File: src/rtl/bcd_pkg.sv
// bcd_pkg: shared definitions for the two-digit BCD countdown timer.
//   state_e   : controller states (IDLE, RUN)
//   BCD_MAX   : largest legal BCD digit value
//   BCD_ZERO  : zero digit
//   bcd_valid : true when a 4-bit code is a legal BCD digit
package bcd_pkg;

  typedef enum logic {
    IDLE = 1'b0,
    RUN  = 1'b1
  } state_e;

  localparam logic [3:0] BCD_MAX  = 4'd9;
  localparam logic [3:0] BCD_ZERO = 4'd0;

  function automatic logic bcd_valid(input logic [3:0] d);
    return (d <= BCD_MAX);
  endfunction

endpackage

File: src/rtl/bcd_digit_dec.sv
// bcd_digit_dec: combinational single-digit BCD decrement.
//   d_in       : current digit (BCD)
//   dec_en     : request a decrement of this digit
//   d_out      : decremented digit (0 wraps to 9), or d_in when dec_en is low
//   borrow_out : high when a decrement wrapped this digit from 0 to 9
module bcd_digit_dec
  import bcd_pkg::*;
(
  input  logic [3:0] d_in,
  input  logic       dec_en,
  output logic [3:0] d_out,
  output logic       borrow_out
);

  logic at_zero;

  assign at_zero    = (d_in == BCD_ZERO);
  assign borrow_out = dec_en & at_zero;

  always_comb begin
    d_out = d_in;
    if (dec_en) begin
      d_out = at_zero ? BCD_MAX : (d_in - 4'd1);
    end
  end

endmodule

File: src/rtl/bcd_countdown_99.sv
// bcd_countdown_99: loadable two-digit BCD countdown timer (99..00).
//   clk        : clock, rising edge
//   reset      : synchronous active-high reset
//   load       : strobe, captures load_tens/load_ones as preset and count
//   load_tens  : preset tens digit (BCD)
//   load_ones  : preset ones digit (BCD)
//   start      : strobe, IDLE -> RUN when the count is non-zero
//   pause      : level, holds the count while in RUN
//   tick       : count-enable strobe
//   tens, ones : current count digits (registered)
//   busy       : high while in RUN
//   done       : one-cycle pulse alongside the first 00 display
//   load_err   : one-cycle pulse after a rejected (non-BCD) load
// AUTO_RELOAD=1 keeps running past 00: the tick after 00 restores the preset.
module bcd_countdown_99
  import bcd_pkg::*;
#(
  parameter bit AUTO_RELOAD = 1'b0
) (
  input  logic       clk,
  input  logic       reset,
  input  logic       load,
  input  logic [3:0] load_tens,
  input  logic [3:0] load_ones,
  input  logic       start,
  input  logic       pause,
  input  logic       tick,
  output logic [3:0] tens,
  output logic [3:0] ones,
  output logic       busy,
  output logic       done,
  output logic       load_err
);

  state_e     state_q, state_d;
  logic [3:0] tens_q, tens_d;
  logic [3:0] ones_q, ones_d;
  logic [3:0] preset_tens_q, preset_tens_d;
  logic [3:0] preset_ones_q, preset_ones_d;
  logic       busy_q, busy_d;
  logic       done_q, done_d;
  logic       load_err_q, load_err_d;

  logic       run_tick;
  logic [3:0] ones_dec, tens_dec;
  logic       ones_borrow, tens_borrow;
  logic       count_nz;

  // load and start both outrank tick, so a tick alongside either is dropped.
  assign run_tick = (state_q == RUN) & tick & ~pause & ~load & ~start;
  assign count_nz = (tens_q != BCD_ZERO) | (ones_q != BCD_ZERO);

  bcd_digit_dec u_ones_dec (
    .d_in       (ones_q),
    .dec_en     (run_tick),
    .d_out      (ones_dec),
    .borrow_out (ones_borrow)
  );

  bcd_digit_dec u_tens_dec (
    .d_in       (tens_q),
    .dec_en     (ones_borrow),
    .d_out      (tens_dec),
    .borrow_out (tens_borrow)
  );

  always_comb begin
    state_d       = state_q;
    tens_d        = tens_q;
    ones_d        = ones_q;
    preset_tens_d = preset_tens_q;
    preset_ones_d = preset_ones_q;
    done_d        = 1'b0;
    load_err_d    = 1'b0;

    if (load) begin
      if (bcd_valid(load_tens) && bcd_valid(load_ones)) begin
        tens_d        = load_tens;
        ones_d        = load_ones;
        preset_tens_d = load_tens;
        preset_ones_d = load_ones;
        state_d       = IDLE;
      end else begin
        load_err_d = 1'b1;
      end
    end else if (start) begin
      if ((state_q == IDLE) && count_nz) begin
        state_d = RUN;
      end
    end else if (run_tick) begin
      // A tens borrow means the count is 00: never wrap to 99.
      if (tens_borrow) begin
        if (AUTO_RELOAD) begin
          tens_d = preset_tens_q;
          ones_d = preset_ones_q;
        end
      end else begin
        tens_d = tens_dec;
        ones_d = ones_dec;
        if ((tens_dec == BCD_ZERO) && (ones_dec == BCD_ZERO)) begin
          done_d = 1'b1;
          if (!AUTO_RELOAD) begin
            state_d = IDLE;
          end
        end
      end
    end

    busy_d = (state_d == RUN);
  end

  always_ff @(posedge clk) begin
    if (reset) begin
      state_q       <= IDLE;
      tens_q        <= BCD_ZERO;
      ones_q        <= BCD_ZERO;
      preset_tens_q <= BCD_ZERO;
      preset_ones_q <= BCD_ZERO;
      busy_q        <= 1'b0;
      done_q        <= 1'b0;
      load_err_q    <= 1'b0;
    end else begin
      state_q       <= state_d;
      tens_q        <= tens_d;
      ones_q        <= ones_d;
      preset_tens_q <= preset_tens_d;
      preset_ones_q <= preset_ones_d;
      busy_q        <= busy_d;
      done_q        <= done_d;
      load_err_q    <= load_err_d;
    end
  end

  assign tens     = tens_q;
  assign ones     = ones_q;
  assign busy     = busy_q;
  assign done     = done_q;
  assign load_err = load_err_q;

endmodule

File: config.mk
export PLATFORM = sky130hd
export DESIGN_NAME = bcd_countdown_99
export DESIGN_NICKNAME = d
export VERILOG_FILES = /design/src/rtl/bcd_pkg.sv /design/src/rtl/bcd_digit_dec.sv /design/src/rtl/bcd_countdown_99.sv
export SDC_FILE = /design/constraint.sdc
export NUM_CORES = 1
export LEC_CHECK = 0
export BUFFER_PORTS_ARGS = -buffer_cell sky130_fd_sc_hd__clkbuf_2
export CAP_MARGIN = 0
export CORE_UTILIZATION = 54
export CTS_BUF_LIST = sky130_fd_sc_hd__clkbuf_4 sky130_fd_sc_hd__clkbuf_8
export DETAILED_ROUTE_END_ITERATION = 6
export PLACE_DENSITY = 0.86
export SETUP_SLACK_MARGIN = 0.05
export SYNTH_ARGS = -nofsm -noshare
export SYNTH_HDL_FRONTEND = slang
export SYNTH_SLANG_ARGS = --single-unit
File: constraint.sdc
create_clock -name clk -period 2.7 [get_ports clk]
set_input_delay 0.135 -clock clk [delete_from_list [all_inputs] [get_ports clk]]
set_output_delay 0.135 -clock clk [all_outputs]
set_load 0.01 [all_outputs]
==> results.txt <==
- Result of the run: completed
* Clock insertion delay at the later pin of the skew report: 280 ps
- Dividing the final minimum period by the clock period gives 0.7260.
- Antenna violations before repair: 0
* Maximum number of buffers from clock root to sink: 2
* Final wirelength: 2027 µm
- Standard cell with the maximum stage delay on the critical path: or4_1
- Post-route DRC violation count: 0
- Library cell occupying the most area in the post-synthesis netlist: dfxtp_1
- The floorplan has 12 rows.
- For this design the top-level I/O count stands at 25.
- Worst rel slew slack: 0.5065
- At the pin with the least slew margin, the transition time is 733.5 ps.
* Largest stage delay on the critical path: 550 ps
- CTS tree: yes
- In the global route stage, overall resource usage came out at 0.3100.
- Die X-Extent: 38.28 µm
* Avg Inst Size Synth: 8.169 µm²
* Antenna Violating Nets Remaining: 0
* Number of setup violations in the final report: 0
- Final hold vios: 0
- Final Max Tran Viols: 0
* Critical-path cell list: or4_1 > or4_4 > a221oi_2 > o32ai_1
- Total global routing overflow: 0
* WHS: 120.6 ps
- Top-area cell type share of the netlist area: 0.3099
- Required time at the worst-slack endpoint: 2860 ps
* Top cells by area, synth: dfxtp_1 31%, nand3_1 4.2%, o21ai_0 4.2%
- The first global-routing pass estimated 3105 µm of wire.
- For this run, the share of the core covered by cells in the final layout is 0.7457.
* Area taken by multi-input logic gates: 462.9 µm²
- STA classifies the critical path endpoint as a flip-flop.
- The number of clock buffers added by TritonCTS is 3.
- In this run the clock root is driven by a clkbuf_4.
* Number of fillers in the final layout: 98
- Area occupied by registers: 220.2 µm²
- First-pass DRT Iterations: 5
* First DRT Iteration DRCs: 30
* Number of warnings reported in the yosys synthesis log: 0
- After synthesis, the most frequently instantiated cells are 11 x dfxtp_1, 8 x nand2_1, 6 x nand3_1, 6 x o21ai_0.
- After detailed routing, the average wire length per cell comes to 15.96 µm.
- 0 antenna diodes ended up in the layout.
* Vertical die dimension: 38.28 µm
* Pleak: 0.3696 nW
- Placed wire-length estimate after detailed placement: 1426 µm
* Die outline area: 0.001465 mm²
* Cell count after synthesis: 87
* Final Instance Area: 873.3 µm²
* Post-placement setup slack: 767.9 ps
- The critical path is of the reg2reg type.
- Number of global-route vias before repair: 696
* Area of the core: 0.001171 mm²
* Number of synthesized register bits: 11
- For this design the ratio of total power to cell area is 457.5 mW/mm².
- The netlist uses 39 different library cells.
- Entering global routing, the biggest net connects 21 pins.
- Clock-pin slew was measured on the worst setup and hold paths at 80 ps.
- Number of levels the H-tree was split into: 1
- The most common cell in the synthesized netlist is dfxtp_1.
- Across the run, the number of max-cap violations was 0.
- For this run, the register share of the synthesized area comes to 0.3099.
- For this run, asynchronously set or reset flops after synthesis account for 0.
- Of all nets on the critical path, the largest fanout is 8.
- Weighted congestion reported at the end of routability-driven placement: 0.8613
* Main synth FF type: dfxtp_1
* Post-route setup TNS: 0 ps
- The placed instances occupy a cell area of 843.3 µm².
* Number of buffers inserted by port buffering: 24
* Number of enable-type register cells in the synthesized netlist: 0
- Fraction of layout instances using a drive strength above 1: 0.3009
* Syn Std Cell Area: 710.7 µm²
- Class of the worst hold path: in2reg
- Arrival time at the worst endpoint: 2120 ps
* Area growth, synth to finish: 22.89%
* Number of nets in the final layout: 128
* Slack of the critical path: 739.8 ps
- Final setup skew: 3.623 ps
* Setup repair after global routing missed its margin: no
* Post-CTS Setup Inserts: 0
- The clock drives 11 sinks.
- Number of hold buffers added after cts: 0
- The worst path needs 1960 ps of the cycle, external delays included.
* Vias per Instance: 6.732
* Startpoint class of the critical path: flip-flop
- Worst voltage drop across the vdd grid: 0.0003179 V
- Timing would allow up to 0.5101 GHz.
* Post-cts gate resize count: 0
* Total via count in the routed design: 855
* Initial core utilization: 0.6068
- Post-synth net total: 101
metal layers:
| metal | up-vias | GRT usage | wire, µm |
|---|---|---|---|
| li1 | 414 | - | - |
| met1 | 386 | 0.4457 | 899 |
| met2 | 50 | 0.4619 | 944 |
| met3 | 5 | 0.03488 | 155 |
| met4 | 0 | 0.1339 | 27 |
| met5 | - | 0 | 0 |
report_power, final:
part	leakage, nW	switching [mW]	internal [mW]
combinational	0.262	0.0533	0.0372
sequential	0.0896	0.0102	0.170
clock	0.0184	0.0615	0.0674
total	0.370	0.125	0.275
final cells by class:
class	instances	area share
tap	14	0.02006
sequential	11	0.2521
clock buffer	4	0.03438
timing repair buffer	25	0.1461
inverter	4	0.01719
multi-input combinational	69	0.5301
worst paths after layout:
kind	end	from	depth (start not counted)	slack, ps
hold / removal	ones[0]	load_ones[0]	3	120
hold reg to reg	ones[1]	ones[1]	2	550
setup / recovery	tens[1]	ones[0]	4	740
setup reg to reg	tens[1]	ones[0]	4	740
state kept, by name, summed over array words and instances, names as in the netlist:
name      count
load_err      1
ones          4
busy          1
tens          4
done          1
cells in the final DEF (no fill, tap or decap), types with 2 or more instances in the layout:
cell type / netlist / final
clkbuf_2: 0 / 24
dfxtp_1: 11 / 11
nand2_1: 8 / 8
o21ai_0: 6 / 6
nand3_1: 6 / 6
nor2_1: 4 / 4
inv_1: 4 / 4
a31oi_1: 4 / 4
clkbuf_4: 0 / 4
nor4_1: 3 / 3
and3_1: 3 / 3
a311oi_1: 3 / 3
nor3_1: 2 / 2
a21oi_1: 2 / 2
a221o_1: 2 / 2
o221ai_1: 2 / 2
o32ai_1: 2 / 2
cells by family (layout without fill, tap and decap cells):
kind of cell	count (synthesis)	in the layout	synth area share
and+or+nand+nor	38	38	0.3117
AOI/OAI and AO/OA	31	31	0.3398
DFF	11	11	0.3099
buffers and inverters	7	33	0.03872
worst max-delay path, delay by kind of cell, from the launching register on:
kind / cells / cell delay [ps]
flops: 1 / 380
compound gates: 2 / 390
simple gates: 2 / 1060
per-stage QoR:
| step | total power, mW | instances |
|---|---|---|
| 2_1_floorplan | 0.2377 | 87 |
| 6_report | 0.3995 | 127 |
| 3_5_place_dp | 0.2722 | 123 |
| 5_1_grt | 0.4140 | 127 |
| 3_3_place_gp | 0.2690 | 123 |
| 4_1_cts | 0.3979 | 127 |
No activity file was read; power rests on OpenSTA's default activity.
